`src/rtl/mult_div_unit_pkg.sv`:
```
// Shared constants for the iterative multiply/divide unit: Funct codes, FSM states
// and the iteration counter width.
package mdu_pkg;

   localparam logic [5:0] FN_MFHI  = 6'h10;
   localparam logic [5:0] FN_MTHI  = 6'h11;
   localparam logic [5:0] FN_MFLO  = 6'h12;
   localparam logic [5:0] FN_MTLO  = 6'h13;
   localparam logic [5:0] FN_MULT  = 6'h18;
   localparam logic [5:0] FN_MULTU = 6'h19;
   localparam logic [5:0] FN_DIV   = 6'h1A;
   localparam logic [5:0] FN_DIVU  = 6'h1B;

   typedef enum logic [1:0] {
      IDLE = 2'd0,
      MUL  = 2'd1,
      DIV  = 2'd2,
      FIX  = 2'd3
   } mdu_state_e;

   function automatic int cnt_width(input int w);
      return $clog2(w) + 1;
   endfunction

endpackage

```
`src/rtl/mult_div_unit_if.sv`:
```
// Issue/result bus between the EX stage and the multiply/divide unit.
interface mdu_if #(
   parameter int WIDTH = 32
);
   logic             Start;
   logic [5:0]       Funct;
   logic [WIDTH-1:0] OpA;
   logic [WIDTH-1:0] OpB;
   logic             Flush;
   logic             Busy;
   logic             Done;
   logic [WIDTH-1:0] ReadData;

   modport master (
      output Start, Funct, OpA, OpB, Flush,
      input  Busy, Done, ReadData
   );

   modport slave (
      input  Start, Funct, OpA, OpB, Flush,
      output Busy, Done, ReadData
   );
endinterface

```
`src/rtl/mult_div_unit_step.sv`:
```
// One radix-2 iteration on unsigned magnitudes: shift-add for multiply,
// restoring shift-subtract for divide.
module mdu_step
   import mdu_pkg::*;
#(
   parameter int WIDTH = 32
) (
   input  logic             div_mode_i,
   input  logic [WIDTH-1:0] hi_i,
   input  logic [WIDTH-1:0] lo_i,
   input  logic [WIDTH-1:0] m_i,
   output logic [WIDTH-1:0] hi_o,
   output logic [WIDTH-1:0] lo_o
);

   logic [WIDTH:0] sum;
   logic [WIDTH:0] shifted;
   logic [WIDTH:0] diff;

   always_comb begin
      sum     = {1'b0, hi_i} + (lo_i[0] ? {1'b0, m_i} : '0);
      shifted = {hi_i, lo_i[WIDTH-1]};
      diff    = shifted - {1'b0, m_i};
      hi_o    = hi_i;
      lo_o    = lo_i;
      if (div_mode_i) begin
         // A partial remainder with bit WIDTH set always exceeds the divisor,
         // so the restore path never needs that bit.
         if (!diff[WIDTH]) begin
            hi_o = diff[WIDTH-1:0];
            lo_o = {lo_i[WIDTH-2:0], 1'b1};
         end else begin
            hi_o = shifted[WIDTH-1:0];
            lo_o = {lo_i[WIDTH-2:0], 1'b0};
         end
      end else begin
         hi_o = sum[WIDTH:1];
         lo_o = {sum[0], lo_i[WIDTH-1:1]};
      end
   end

endmodule

```
`src/rtl/mult_div_unit.sv`:
```
// Iterative MULT/MULTU/DIV/DIVU engine with private HI/LO and MF*/MT* access.
// state | meaning
// IDLE  | accepts MT*/MULT*/DIV*; HI/LO readable
// MUL   | WIDTH shift-add steps on operand magnitudes
// DIV   | WIDTH restoring shift-subtract steps
// FIX   | apply result signs, write HI/LO, pulse Done
module mult_div_unit
   import mdu_pkg::*;
#(
   parameter int WIDTH   = 32,
   parameter bit DIV0_LO = 1'b1
) (
   input  logic  clk,
   input  logic  reset,
   mdu_if.slave  bus
);

   localparam int             CW   = cnt_width(WIDTH);
   localparam logic [CW-1:0]  LAST = CW'(WIDTH - 1);

   mdu_state_e       state_q, state_d;
   logic [CW-1:0]    cnt_q, cnt_d;
   logic [WIDTH-1:0] acc_hi_q, acc_hi_d;
   logic [WIDTH-1:0] acc_lo_q, acc_lo_d;
   logic [WIDTH-1:0] opb_q, opb_d;
   logic [WIDTH-1:0] hi_q, hi_d;
   logic [WIDTH-1:0] lo_q, lo_d;
   logic             neg_q_q, neg_q_d;
   logic             neg_r_q, neg_r_d;
   logic             div0_q, div0_d;
   logic             is_div_q, is_div_d;
   logic             done_q, done_d;

   logic [WIDTH-1:0] step_hi, step_lo;
   logic             issue, sgn, a_neg, b_neg;
   logic [2*WIDTH-1:0] prod;

   mdu_step #(.WIDTH(WIDTH)) u_step (
      .div_mode_i (state_q == DIV),
      .hi_i       (acc_hi_q),
      .lo_i       (acc_lo_q),
      .m_i        (opb_q),
      .hi_o       (step_hi),
      .lo_o       (step_lo)
   );

   always_ff @(posedge clk or negedge reset) begin
      if (!reset) begin
         state_q  <= IDLE;
         cnt_q    <= '0;
         acc_hi_q <= '0;
         acc_lo_q <= '0;
         opb_q    <= '0;
         hi_q     <= '0;
         lo_q     <= '0;
         neg_q_q  <= 1'b0;
         neg_r_q  <= 1'b0;
         div0_q   <= 1'b0;
         is_div_q <= 1'b0;
         done_q   <= 1'b0;
      end else begin
         state_q  <= state_d;
         cnt_q    <= cnt_d;
         acc_hi_q <= acc_hi_d;
         acc_lo_q <= acc_lo_d;
         opb_q    <= opb_d;
         hi_q     <= hi_d;
         lo_q     <= lo_d;
         neg_q_q  <= neg_q_d;
         neg_r_q  <= neg_r_d;
         div0_q   <= div0_d;
         is_div_q <= is_div_d;
         done_q   <= done_d;
      end
   end

   always_comb begin
      state_d  = state_q;
      cnt_d    = cnt_q;
      acc_hi_d = acc_hi_q;
      acc_lo_d = acc_lo_q;
      opb_d    = opb_q;
      hi_d     = hi_q;
      lo_d     = lo_q;
      neg_q_d  = neg_q_q;
      neg_r_d  = neg_r_q;
      div0_d   = div0_q;
      is_div_d = is_div_q;
      done_d   = 1'b0;
      prod     = {acc_hi_q, acc_lo_q};
      issue    = bus.Start && (state_q == IDLE) && !bus.Flush;
      sgn      = ~bus.Funct[0];
      a_neg    = sgn & bus.OpA[WIDTH-1];
      b_neg    = sgn & bus.OpB[WIDTH-1];

      unique case (state_q)
         IDLE: begin
            if (issue) begin
               case (bus.Funct)
                  FN_MTHI: hi_d = bus.OpA;
                  FN_MTLO: lo_d = bus.OpA;
                  FN_MULT, FN_MULTU, FN_DIV, FN_DIVU: begin
                     acc_hi_d = '0;
                     acc_lo_d = a_neg ? -bus.OpA : bus.OpA;
                     opb_d    = b_neg ? -bus.OpB : bus.OpB;
                     neg_q_d  = a_neg ^ b_neg;
                     neg_r_d  = a_neg;
                     div0_d   = (bus.OpB == '0);
                     is_div_d = bus.Funct[1];
                     cnt_d    = '0;
                     state_d  = bus.Funct[1] ? DIV : MUL;
                  end
                  default: ;
               endcase
            end
         end
         MUL, DIV: begin
            acc_hi_d = step_hi;
            acc_lo_d = step_lo;
            cnt_d    = cnt_q + CW'(1);
            if (cnt_q == LAST) begin
               cnt_d   = '0;
               state_d = FIX;
            end
         end
         FIX: begin
            if (is_div_q) begin
               // Remainder of a divide-by-zero is |OpA|, so sign-fixing restores OpA.
               hi_d = neg_r_q ? -acc_hi_q : acc_hi_q;
               if (div0_q)
                  lo_d = DIV0_LO ? '1 : '0;
               else
                  lo_d = neg_q_q ? -acc_lo_q : acc_lo_q;
            end else begin
               if (neg_q_q)
                  prod = -{acc_hi_q, acc_lo_q};
               hi_d = prod[2*WIDTH-1:WIDTH];
               lo_d = prod[WIDTH-1:0];
            end
            done_d  = 1'b1;
            state_d = IDLE;
         end
         default: state_d = IDLE;
      endcase

      // Abort wins over the completion edge: no write, no Done.
      if (bus.Flush && (state_q != IDLE)) begin
         state_d = IDLE;
         cnt_d   = '0;
         hi_d    = hi_q;
         lo_d    = lo_q;
         done_d  = 1'b0;
      end
   end

   assign bus.Busy     = (state_q != IDLE);
   assign bus.Done     = done_q;
   assign bus.ReadData = bus.Funct[1] ? lo_q : hi_q;

endmodule

```
`src/flat_wrapper.sv`:
```
// flat-port wrapper written by rule: the top's interface ports become plain ports
module mult_div_unit_flat import mdu_pkg::*;
#(
   parameter int WIDTH   = 32,
   parameter bit DIV0_LO = 1'b1
)
  (clk, reset, bus_Start, bus_Funct, bus_OpA, bus_OpB, bus_Flush, bus_Busy, bus_Done, bus_ReadData);
  mdu_if #(.WIDTH(WIDTH)) bus_i ();
  input  logic clk;
  input  logic reset;
  input wire logic [$bits(bus_i.Start)-1:0] bus_Start;
  input wire logic [$bits(bus_i.Funct)-1:0] bus_Funct;
  input wire logic [$bits(bus_i.OpA)-1:0] bus_OpA;
  input wire logic [$bits(bus_i.OpB)-1:0] bus_OpB;
  input wire logic [$bits(bus_i.Flush)-1:0] bus_Flush;
  output wire logic [$bits(bus_i.Busy)-1:0] bus_Busy;
  output wire logic [$bits(bus_i.Done)-1:0] bus_Done;
  output wire logic [$bits(bus_i.ReadData)-1:0] bus_ReadData;
  assign bus_i.Start = bus_Start;
  assign bus_i.Funct = bus_Funct;
  assign bus_i.OpA = bus_OpA;
  assign bus_i.OpB = bus_OpB;
  assign bus_i.Flush = bus_Flush;
  assign bus_Busy = bus_i.Busy;
  assign bus_Done = bus_i.Done;
  assign bus_ReadData = bus_i.ReadData;
  mult_div_unit #(.WIDTH(WIDTH), .DIV0_LO(DIV0_LO)) u_core (.clk(clk), .reset(reset), .bus(bus_i));
endmodule
```
`config.mk`:
```
export PLATFORM = sky130hd
export DESIGN_NAME = mult_div_unit_flat
export DESIGN_NICKNAME = d
export VERILOG_FILES = /design/src/rtl/mult_div_unit_pkg.sv /design/src/rtl/mult_div_unit_if.sv /design/src/rtl/mult_div_unit_step.sv /design/src/rtl/mult_div_unit.sv /design/src/flat_wrapper.sv
export SDC_FILE = /design/constraint.sdc
export NUM_CORES = 1
export LEC_CHECK = 0
export CORE_MARGIN = 10
export CORE_UTILIZATION = 31
export CTS_CLUSTER_SIZE = 16
export DETAILED_ROUTE_END_ITERATION = 6
export PLACE_DENSITY = 0.46
export SLEW_MARGIN = 20
export SYNTH_ARGS = -nofsm -noshare
export SYNTH_HDL_FRONTEND = slang
export SYNTH_HIERARCHICAL = 1
export SYNTH_SLANG_ARGS = --single-unit
```
`constraint.sdc`:
```
create_clock -name clk -period 3.4 [get_ports clk]
set_clock_uncertainty 0.15 [all_clocks]
set_input_delay 0.68 -clock clk [delete_from_list [all_inputs] [get_ports clk]]
set_output_delay 0.68 -clock clk [all_outputs]
set_load 0.1 [all_outputs]
```
==> results of run 1 <==
-- worst paths after layout --
kind                                                     start                               to  depth (start not counted)
worst min-delay path                                     reset   u_core/acc_lo_q[6]$_DFFE_PN0P_                          1
worst min register to register     u_core/lo_q[16]$_DFFE_PN0P_      u_core/lo_q[16]$_DFFE_PN0P_                          2
min in group clk                   u_core/lo_q[16]$_DFFE_PN0P_      u_core/lo_q[16]$_DFFE_PN0P_                          2
max in group asynchronous                                reset      u_core/lo_q[29]$_DFFE_PN0P_                          2
worst max-delay path            u_core/acc_lo_q[0]$_DFFE_PN0P_  u_core/acc_hi_q[28]$_DFFE_PN0P_                         14
worst max register to register  u_core/acc_lo_q[0]$_DFFE_PN0P_  u_core/acc_hi_q[28]$_DFFE_PN0P_                         14
-- what timing repair did --
| item | in CTS | in global routing |
|---|---|---|
| setup endpoints to repair | 27 | 29 |
| pin swaps | 17 | 24 |
| endpoints found under the hold margin | 0 | 0 |
| hold buffers | 0 | 0 |
| gates cloned | 2 | 0 |
| buffers inserted | 12 | 8 |
| gates resized for setup | 29 | 50 |
-- cell usage in the layout, fill, tap and decap left out, types with 9 or more instances in the layout --
cell type / instances
a21o_1: 39
a21oi_1: 118
and2_1: 37
a22o_1: 30
buf_4: 242
o211ai_1: 10
buf_6: 10
mux2i_1: 17
mux2_2: 65
xnor2_1: 107
clkdlybuf4s50_1: 71
o21a_1: 13
nand2_1: 202
nand2b_1: 14
a31oi_1: 24
o22ai_1: 28
clkbuf_16: 17
nor3_1: 38
o21ai_0: 195
nand4_1: 14
and3_1: 9
inv_1: 68
or3_1: 27
or4_1: 11
xor2_1: 59
buf_12: 41
nand3_1: 39
nor4_1: 32
o31ai_1: 29
nor2_1: 130
a21oi_2: 14
o41ai_1: 14
o21ai_1: 14
a211oi_2: 9
ha_1: 65
nor2b_1: 11
dfrtp_1: 171
-- area by class of cell --
class | instances | share of cell area [%]
clock buffers | 18 | 2.156
clock inverters | 14 | 1.001
inverters | 70 | 1.290
multi-input cells | 1575 | 52.80
flip-flops and latches | 173 | 21.26
well taps | 672 | 4.128
repair buffers | 369 | 17.36
-- power by group through the flow --
stage                     combinational (mW)  clock (mW)  sequential [mW]
final                                   16.0        2.24             3.79
after global placement                  14.7           0             3.80
after floorplan                         9.65           0             3.65
after detailed placement                14.8           0             3.81
after CTS                               15.6        2.32             3.77
after global routing                    17.2        2.37             3.90
-- layer usage --
| metal | vias up | GRT usage, % |
|---|---|---|
| met5 | - | 0 |
| met4 | 0 | 6.630 |
| met3 | 82 | 3.379 |
| met2 | 427 | 32.75 |
| met1 | 7666 | 26.58 |
| li1 | 7631 | - |
-- worst reg2reg max path: stages, from the launching register on --
cell and delay [ns]:
dfrtp_2 0.44, buf_4 0.19, buf_4 0.20, and2_1 0.15, ha_1 0.34, a21oi_1 0.25, o21bai_1 0.10, a21o_1 0.19
a21o_1 0.18, a21oi_1 0.26, o21ai_2 0.12, a311o_1 0.37, nand4_1 0.10, o311ai_1 0.10, a22o_1 0.23
-- state kept, by name (all words and copies together), names as in the netlist --
register / cells
u_core/acc_hi_q: 32
u_core/acc_lo_q: 32
u_core/hi_q: 32
u_core/lo_q: 32
u_core/opb_q: 32
u_core/cnt_q: 6
u_core/state_q: 2
u_core/bus.Done: 1
u_core/div0_q: 1
u_core/is_div_q: 1
u_core/neg_q_q: 1
u_core/neg_r_q: 1
-- logic make-up (layout without fill, tap and decap cells) --
kind of cell	after synthesis	after routing	share of synthesized area [%]
adder cells (fa/ha/maj)	74	74	6.052
flip-flops	173	173	27.84
AND/OR/NAND/NOR	611	611	19.09
buffers and inverters	187	471	4.998
AO/OA/AOI/OAI	641	641	26.79
multiplexers	83	83	5.875
XOR/XNOR	166	166	9.351
-- stage by stage --
step / instance area, um2 / cells
2_1_floorplan: 15580 / 1935
3_3_place_gp: 19230 / 2839
3_5_place_dp: 19230 / 2839
4_1_cts: 20110 / 2884
5_1_grt: 20370 / 2891
6_report: 20370 / 2891
==> summary.md, run 1 <==
| Metric | Value |
|---|---|
| Layout cells sized above 1 | `21.50%` |
| WL met1 | `28360 um` |
| Root buf cell | `clkbuf_16` |
| Count of input and output buffers | `around 110` |
| Maximum vdd ir drop | `roughly 0.44 mV` |
| Slack of the critical path | `-0.09347 ns` |
| Critical path class | `register to register` |
| Sw Share | `between 50 and 60%` |
| Commonest cells post-synth | `nand2_1 (204), o21ai_0 (202), dfrtp_1 (173)` |
| Clock sink count | `173` |
| Routability-driven placement congestion ratio | `around 0.93` |
| Util after Layout | `40.85%` |
| Failing checks | `setup timing` |
| Met3 WL | `2703 um` |
| TritonCTS clock tree | `done` |
| Top_reg_cell synth | `dfrtp_1` |
| Critical Path RT | `3.63 ns` |
| Drt via density | `5.467` |
| Sequential Area | `around 4300 um2` |
| Power Internal | `10.86 mW` |
| Vias in the first global route | `between 15000 and 20000` |
| Critical path launch point type | `register` |
| Final Power | `between 20 and 25 mW` |
| Drt total wl | `between 60000 and 70000 um` |
| Initial Util | `approximately 31%` |
| FMAX | `286.2 MHz` |
| Drt pass-1 iters | `5` |
| Clock power frac | `between 10 and 15%` |
| Fin crit period | `3.493 ns` |
| Multi-input logic area | `roughly 11000 um2` |
| Number of top-level pins | `about 110` |
| Sequential area share after synthesis | `~28%` |
| Worst-path clk slew | `about 0.070 ns` |
| Post-Syn Area | `approximately 16000 um2` |
| Slew Limit Headroom | `between 30% and 40%` |
| Initial antenna violation count | `0` |
| Iter 0 DRT Violations | `1250` |
| Final-report hold violation count | `0` |
| Post-Syn Nets | `roughly 2100` |
| Clock buffer depth | `2` |
| Core area | `between 40000 and 50000 um2` |
| Reg2reg setup slack | `-0.09 ns` |
| Dpl ws | `-0.2698 ns` |
| Switching Power | `roughly 11 mW` |
| Setup TNS | `-0.09936 ns` |
| Grt total ovfl | `0` |
| Yosys cell types | `83` |
| Largest cells by area after synthesis | `dfrtp_1 (28%), o21ai_0 (6.5%), xnor2_1 (6.0%), ha_1 (5.8%), nand2_1 (4.9%)` |
| Sequential Power Share | `between 10% and 20%` |
| Class of the worst hold path | `primary input to asynchronous set/reset pin` |
| Area leader, netlist | `dfrtp_1` |
| Comb power frac | `between 70 and 80%` |
| Worst path slowest cell | `dfrtp_2` |
| Cell family with most CP delay | `compound AO/OA/AOI/OAI gates` |
| Layout Area Growth over Synthesis | `31.02%` |
| Yosys reg bits | `173` |
| Detailed placer's ending HPWL | `approximately 48000 um` |
| Max layer used | `met4` |
| Via Count | `15810` |
| Final nets | `roughly 2400` |
| Pin count of the biggest net entering global routing | `75` |
| Final Slew Violations | `0` |
| Die footprint | `a little under 60000 um2` |
| RSZ-0062 raised after global routing | `yes` |
| Critical Path Max Stage Delay | `0.44 ns` |
| Syn Inst Count | `between 1500 and 2000` |
| WP data arrival | `3.72 ns` |
| Maxcap violations | `0` |
| Count leader, synth | `nand2_1` |
| Row cnt | `just over 80` |
| YS warnings | `6` |
| First-pass GRT wire length | `a little over 90000 um` |
| Avg Synthesized Cell Area | `around 8.0 um2` |
| Slew at the pin closest to its max-slew limit | `1.020 ns` |
| Fin crit share | `102.7%` |
| H-tree levels | `4` |
| ANT nets after route | `0` |
| Critical Path, Cell by Cell | `buf_4 > buf_4 > and2_1 > ha_1 > a21oi_1 > o21bai_1 > a21o_1 > a21o_1 > a21oi_1 > o21ai_2 > a311o_1 > nand4_1 > o311ai_1 > a22o_1` |
| Leakage Power | `a little under 9 nW` |
| Yosys top cell area share | `between 20 and 30%` |
| Power Density | `approximately 1100 nW/um2` |
| Chip height | `between 200 and 250 um` |
| Die width | `approximately 240 um` |
| Post-synth EDFFs | `0` |
| # DRC | `0` |
| Clock Latency Late Sink | `about 0.50 ns` |
| Drt wl/cell | `between 20 and 25 um` |
| Met2 wire length | `roughly 28000 um` |
| Status | `complete, but fails checks` |
| All-layer global routing usage | `20.10%` |
| Fill cell count | `~5200` |
| Worst Path Buf+Inv | `2` |
| Worst Path Max Fanout | `16` |
| Worst Setup End Kind | `register` |
| Antenna Cells | `0` |
| Synth async-reset ratio | `between 90% and 100%` |
| Num CTS Buffers | `17` |
| Final hold slack | `roughly 0.055 ns` |
| Final Setup Violations | `2` |
No activity file was read; power rests on OpenSTA's default activity.
==> inputs of run 2 (changes only) <==
Settings changed: SETUP_SLACK_MARGIN set to 0.02.
==> summary.md, run 2 (synthesized netlist as in run 1, its figures left out) <==
| Metric | Value |
|---|---|
| Drt via density | `5.490 (+0.42%)` |
| Antenna Cells | `0 (unchanged)` |
| Critical path class | `register to register` |
| Drt total wl | `61370 um (+0.22%)` |
| Critical path launch point type | `register` |
| RSZ-0062 raised after global routing | `yes` |
| Die footprint | `59510 um2 (unchanged)` |
| Clock buffer depth | `2 (unchanged)` |
| Fin cells | `2893 (+0.069%)` |
| Maximum vdd ir drop | `0.4349 mV (-0.32%)` |
| Layout Area Growth over Synthesis | `31.80%` |
| Commonest non-fill, non-tap cell in the layout | `buf_4` |
| Detailed placer's ending HPWL | `47620 um (unchanged)` |
| Fin crit period | `3.389 ns (-0.1049 ns)` |
| Drt pass-1 iters | `5 (unchanged)` |
| Number of top-level pins | `108 (unchanged)` |
| Critical Path RT | `3.64 ns (about the same)` |
| WP data arrival | `3.62 ns (-0.10 ns)` |
| Worst Setup End Kind | `register` |
| Final hold slack | `0.05649 ns (+0.001322 ns)` |
| Layout cells sized above 1 | `22.06% (+0.57 points)` |
| TritonCTS clock tree | `done` |
| Grt total ovfl | `0 (unchanged)` |
| Routability-driven placement congestion ratio | `0.9339 (unchanged)` |
| Slew at the pin closest to its max-slew limit | `1.013 ns (-0.007009 ns)` |
| Fill cell count | `5147 (-0.46%)` |
| Root buf cell | `clkbuf_16` |
| Row cnt | `82 (unchanged)` |
| Chip height | `244.0 um (unchanged)` |
| Final-report hold violation count | `0 (unchanged)` |
| Core area | `49860 um2 (unchanged)` |
| Initial Util | `31.18% (unchanged)` |
| Clock Latency Late Sink | `0.50 ns (about the same)` |
| Num CTS Buffers | `17 (unchanged)` |
| Status | `finished, final reports clean` |
| Final Setup Violations | `0 (-2)` |
| Die width | `244.0 um (unchanged)` |
| Iter 0 DRT Violations | `1249 (-0.080%)` |
| First-pass GRT wire length | `93360 um (about the same)` |
| Initial antenna violation count | `0 (unchanged)` |
| # DRC | `0 (unchanged)` |
| FMAX | `295.1 MHz (+3.1%)` |
| Slew Limit Headroom | `32.30% (+0.47 points)` |
| Final nets | `2356 (+0.085%)` |
| Vias in the first global route | `15340 (-0.072%)` |
| Leakage Power | `8.757 nW (+0.42%)` |
| Placed insts | `2839 (unchanged)` |
| Via Count | `15880 (+0.49%)` |
| Maxcap violations | `0 (unchanged)` |
| Class of the worst hold path | `primary input to asynchronous set/reset pin` |
| Pin count of the biggest net entering global routing | `75 (unchanged)` |
| ANT nets after route | `0 (unchanged)` |
| Final Slew Violations | `0 (unchanged)` |
| Fin crit share | `99.66% (-3.1 points)` |
| All-layer global routing usage | `20.12% (about the same)` |
| Power Density | `1085 nW/um2 (+0.35%)` |
| Hold_buf cts | `0 (unchanged)` |
| Drt wl/cell | `21.21 um (+0.15%)` |
| H-tree levels | `4 (unchanged)` |
| Worst-path clk slew | `0.07 ns (about the same)` |
| Count of input and output buffers | `107 (unchanged)` |
| Commonest non-fill, non-tap cells in the layout | `buf_4 (242), nand2_1 (202), o21ai_0 (191), dfrtp_1 (170), nor2_1 (129)` |
| Clock sink count | `173 (unchanged)` |
| Worst Path Max Fanout | `3 (-13)` |
| Util after Layout | `41.10% (+0.24 points)` |
-- run 2: cell types whose count changed in the layout (fill, tap and decap cells not counted), moves of 2 or more --
cell     before  now
buf_8         2    5
buf_6        10    8
nor2_4        0    2
a21oi_2      14   18
o21ai_0     195  191
o21ai_1      14   19
a21oi_1     118  114
-- run 2: repair_timing --
item,CTS,global route
buffers inserted,13,9
gates cloned,2,0
setup endpoints to repair,28,32
pin swaps,22,51
hold endpoints to repair,0,0
gates resized for setup,34,69
-- run 2: through the flow --
stage	area (um2)	power [mW]	TNS [ns]	setup WS [ns]
after floorplan	15580	13.30	-0.03368	-0.03368
after global placement	19230	18.52	-1.601	-0.2562
after detailed placement	19230	18.61	-2.236	-0.2698
after CTS	20150	21.77	-0.006841	-0.006841
after global routing	20490	23.67	-0.5949	-0.1485
final	20490	22.22	0	0.01145
-- run 2: worst max-delay path, stage by stage, from the launching register on --
cell	delay, ns
dfrtp_1	0.42
and2_4	0.18
ha_4	0.15
fa_2	0.35
a211oi_2	0.26
o21a_1	0.21
o21bai_4	0.09
a2111oi_4	0.42
nor3_2	0.10
o41ai_2	0.34
nor2_1	0.10
a2111oi_2	0.22
a21oi_1	0.08
a22o_1	0.20
-- run 2: final timing paths --
path / depth (start not counted) / endpoint / startpoint / slack (ns)
worst min-delay path: 1 / u_core/acc_lo_q[6]$_DFFE_PN0P_ / reset / 0.06
min in group clk: 2 / u_core/lo_q[16]$_DFFE_PN0P_ / u_core/lo_q[16]$_DFFE_PN0P_ / 0.33
worst max register to register: 13 / u_core/acc_hi_q[31]$_DFFE_PN0P_ / u_core/opb_q[0]$_DFFE_PN0P_ / 0.01
worst max-delay path: 13 / u_core/acc_hi_q[31]$_DFFE_PN0P_ / u_core/opb_q[0]$_DFFE_PN0P_ / 0.01
max in group asynchronous: 2 / u_core/hi_q[22]$_DFFE_PN0P_ / reset / 2.31
worst min register to register: 2 / u_core/lo_q[16]$_DFFE_PN0P_ / u_core/lo_q[16]$_DFFE_PN0P_ / 0.33
-- run 2: power by group --
part           total [mW]  switching, mW  internal [mW]
Combinational        16.2           9.39           6.81
Clock                2.24          0.977           1.26
Sequential           3.78          0.857           2.93
Total                22.2           11.2           11.0
-- run 2: final cells by class --
class                      instances  area [um2]  share of cell area, %
tap                              672       840.8                  4.103
multi-input combinational       1575       10830                  52.84
inverter                          70       262.8                  1.282
timing repair buffer             371        3585                  17.49
sequential                       173        4333                  21.14
clock buffer                      18       439.2                  2.143
clock inverter                    14       203.9                 0.9952
-- run 2: layer usage --
| metal | vias to the layer above | wire length, um | global-route usage [%] |
|---|---|---|---|
| met1 | 7689 | 28340 | 26.61 |
| met5 | - | 0 | 0 |
| met2 | 472 | 28390 | 32.74 |
| li1 | 7637 | - | - |
| met3 | 86 | 2929 | 3.390 |
| met4 | 0 | 1703 | 6.703 |
==> inputs of run 3 (changes only) <==
Settings changed: CELL_PAD_IN_SITES_DETAIL_PLACEMENT set to 1, CELL_PAD_IN_SITES_GLOBAL_PLACEMENT set to 2, PLACE_DENSITY 0.46 to 0.71.
==> summary.md, run 3 (synthesized netlist as in run 1, its figures left out) <==
| Metric | Value |
|---|---|
| # DRC | `0 (unchanged)` |
| Drt wl/cell | `22.85 um (+7.7%)` |
| Drt total wl | `65800 um (+7.2%)` |
| Via Count | `16040 (+1.0%)` |
| Final Power | `22.46 mW (+1.0%)` |
| Worst path slowest cell | `dfrtp_2` |
| Initial antenna violation count | `0 (unchanged)` |
| Met3 WL | `2921 um (-0.27%)` |
| Commonest non-fill, non-tap cell in the layout | `buf_4` |
| Worst-path clk slew | `0.07 ns (about the same)` |
| First-pass GRT wire length | `101700 um (+8.9%)` |
| ANT nets after route | `0 (unchanged)` |
| Pin count of the biggest net entering global routing | `75 (unchanged)` |
| Vias in the first global route | `16990 (+11%)` |
| Initial Util | `31.18% (unchanged)` |
| Slew at the pin closest to its max-slew limit | `0.7034 ns (-0.3098 ns)` |
| Critical Path Max Stage Delay | `0.44 ns (+0.02 ns)` |
| Commonest non-fill, non-tap cells in the layout | `buf_4 (228), nand2_1 (202), o21ai_0 (196), dfrtp_1 (171), nor2_1 (128)` |
| Routability-driven placement congestion ratio | `0.9018 (-3.4%)` |
| Clock Latency Late Sink | `0.50 ns (about the same)` |
| Number of top-level pins | `108 (unchanged)` |
| Leakage Power | `8.621 nW (-1.6%)` |
| Fill cell count | `5986 (+16%)` |
| Final-report hold violation count | `0 (unchanged)` |
| Die footprint | `59510 um2 (unchanged)` |
| Failing checks | `setup timing` |
| Critical Path, Cell by Cell | `and2_4 > ha_4 > fa_2 > a211oi_2 > o21a_1 > o21bai_4 > a2111oi_4 > nor3_2 > o41ai_2 > nor2_1 > a2111oi_2 > a21oi_1 > a22o_1` |
| Sequential Area | `4332 um2 (about the same)` |
| Setup TNS | `-1.806 ns (-1.806 ns)` |
| Util after Layout | `40.66% (-0.44 points)` |
| Count of input and output buffers | `107 (unchanged)` |
| Class of the worst hold path | `register to register` |
| Worst Path Max Fanout | `5 (+2)` |
| Clock sink count | `173 (unchanged)` |
| Grt total ovfl | `0 (unchanged)` |
| Num CTS Buffers | `17 (unchanged)` |
| Power Density | `1108 nW/um2 (+2.1%)` |
| Max layer used | `met4` |
| Iter 0 DRT Violations | `962 (-23%)` |
| Clock buffer depth | `2 (unchanged)` |
| Maxcap violations | `0 (unchanged)` |
| Die width | `244.0 um (unchanged)` |
| TritonCTS clock tree | `done` |
| Met2 wire length | `31170 um (+9.8%)` |
| Detailed placer's ending HPWL | `50840 um (+6.8%)` |
| Drt via density | `5.573 (+1.5%)` |
| Slack of the critical path | `-0.1645 ns (-0.1759 ns)` |
| FMAX | `280.5 MHz (-4.9%)` |
| Core area | `49860 um2 (unchanged)` |
| Dpl ws | `-0.2403 ns (+0.02958 ns)` |
| Critical path launch point type | `register` |
| Final Slew Violations | `0 (unchanged)` |
| H-tree levels | `4 (unchanged)` |
| Critical Path RT | `3.64 ns (about the same)` |
| WL met1 | `29740 um (+4.9%)` |
| Chip height | `244.0 um (unchanged)` |
| Final Setup Violations | `25 (+25)` |
| Fin crit share | `104.8% (+5.2 points)` |
| Fin cells | `2879 (-0.48%)` |
| RSZ-0062 raised after global routing | `yes` |
| Drt pass-1 iters | `5 (unchanged)` |
| Multi-input logic area | `10830 um2 (about the same)` |
| Root buf cell | `clkbuf_16` |
| Placed insts | `2828 (-0.39%)` |
| Final nets | `2343 (-0.55%)` |
| Maximum vdd ir drop | `0.6154 mV (+42%)` |
| Worst Setup End Kind | `register` |
| All-layer global routing usage | `21.81% (+1.7 points)` |
| Layout cells sized above 1 | `21.40% (-0.67 points)` |
| Row cnt | `82 (unchanged)` |
| Slew Limit Headroom | `53.11% (+21 points)` |
| Critical path class | `register to register` |
| WP data arrival | `3.81 ns (+0.19 ns)` |
| Layout Area Growth over Synthesis | `30.40%` |
| Status | `complete, but fails checks` |
| Fin crit period | `3.564 ns (+0.1759 ns)` |
[run 3: cell types whose count changed in the layout (fill, tap and decap cells not counted), moves of 4 or more]
cell	previous run	this run
buf_4	242	228
o21ai_0	191	196
o21ai_1	19	15
buf_6	8	13
buf_8	5	0
o311ai_1	7	0
[run 3: layout make-up]
cell class	count	area share, %
Clock inverter	10	0.4629
Sequential cell	173	21.37
Multi-Input combinational cell	1575	53.43
Clock buffer	20	2.203
Tap cell	672	4.147
Antenna cell	1	0.01234
Inverter	70	1.296
Timing Repair Buffer	358	17.08
[run 3: timing repair]
action                                 CTS  global route
hold buffers                             1             0
setup buffers                           11             8
setup endpoints to repair               33            33
gates cloned                             0             1
endpoints found under the hold margin   38             0
resized for setup                       53            37
pin swaps                               39            31
[run 3: layer usage]
metal | vias up | track usage [%]
li1 | 7589 | -
met1 | 7986 | 28.09
met2 | 393 | 36.15
met3 | 76 | 3.772
met4 | 0 | 7.671
met5 | - | 0
[run 3: stage by stage]
stage,instance area [um2],hold WS (ns)
4_1_cts,20010,0.3341
6_report,20270,0.3284
3_5_place_dp,19130,0.3205
3_3_place_gp,19130,0.3100
2_1_floorplan,15580,0.2344
5_1_grt,20270,0.3478
[run 3: path summary, 6_finish.rpt]
| check | startpoint | endpoint | slack [ns] | cells after the start |
|---|---|---|---|---|
| min | u_core/lo_q[9]$_DFFE_PN0P_ | u_core/lo_q[9]$_DFFE_PN0P_ | 0.33 | 2 |
| max reg2reg | u_core/acc_lo_q[0]$_DFFE_PN0P_ | u_core/acc_hi_q[31]$_DFFE_PN0P_ | -0.16 | 13 |
| max in group asynchronous | reset | u_core/opb_q[20]$_DFFE_PN0P_ | 1.86 | 3 |
| min reg2reg | u_core/lo_q[9]$_DFFE_PN0P_ | u_core/lo_q[9]$_DFFE_PN0P_ | 0.33 | 2 |
| min in group asynchronous | reset | u_core/acc_lo_q[6]$_DFFE_PN0P_ | 0.52 | 2 |
| max | u_core/acc_lo_q[0]$_DFFE_PN0P_ | u_core/acc_hi_q[31]$_DFFE_PN0P_ | -0.16 | 13 |
[run 3: worst max-delay path: cells and delay by family, from the launching register on]
kind | cells | cell delay [ns]
AOI/OAI and AO/OA | 8 | 1.96
DFF | 1 | 0.44
adders and majority gates | 2 | 0.52
and+or+nand+nor | 3 | 0.37
[run 3: power breakdown]
part / switching [mW] / leakage [nW] / internal (mW)
Combinational: 9.79 / 6.16 / 6.90
Sequential: 0.856 / 2.20 / 2.93
Clock: 0.961 / 0.258 / 1.02
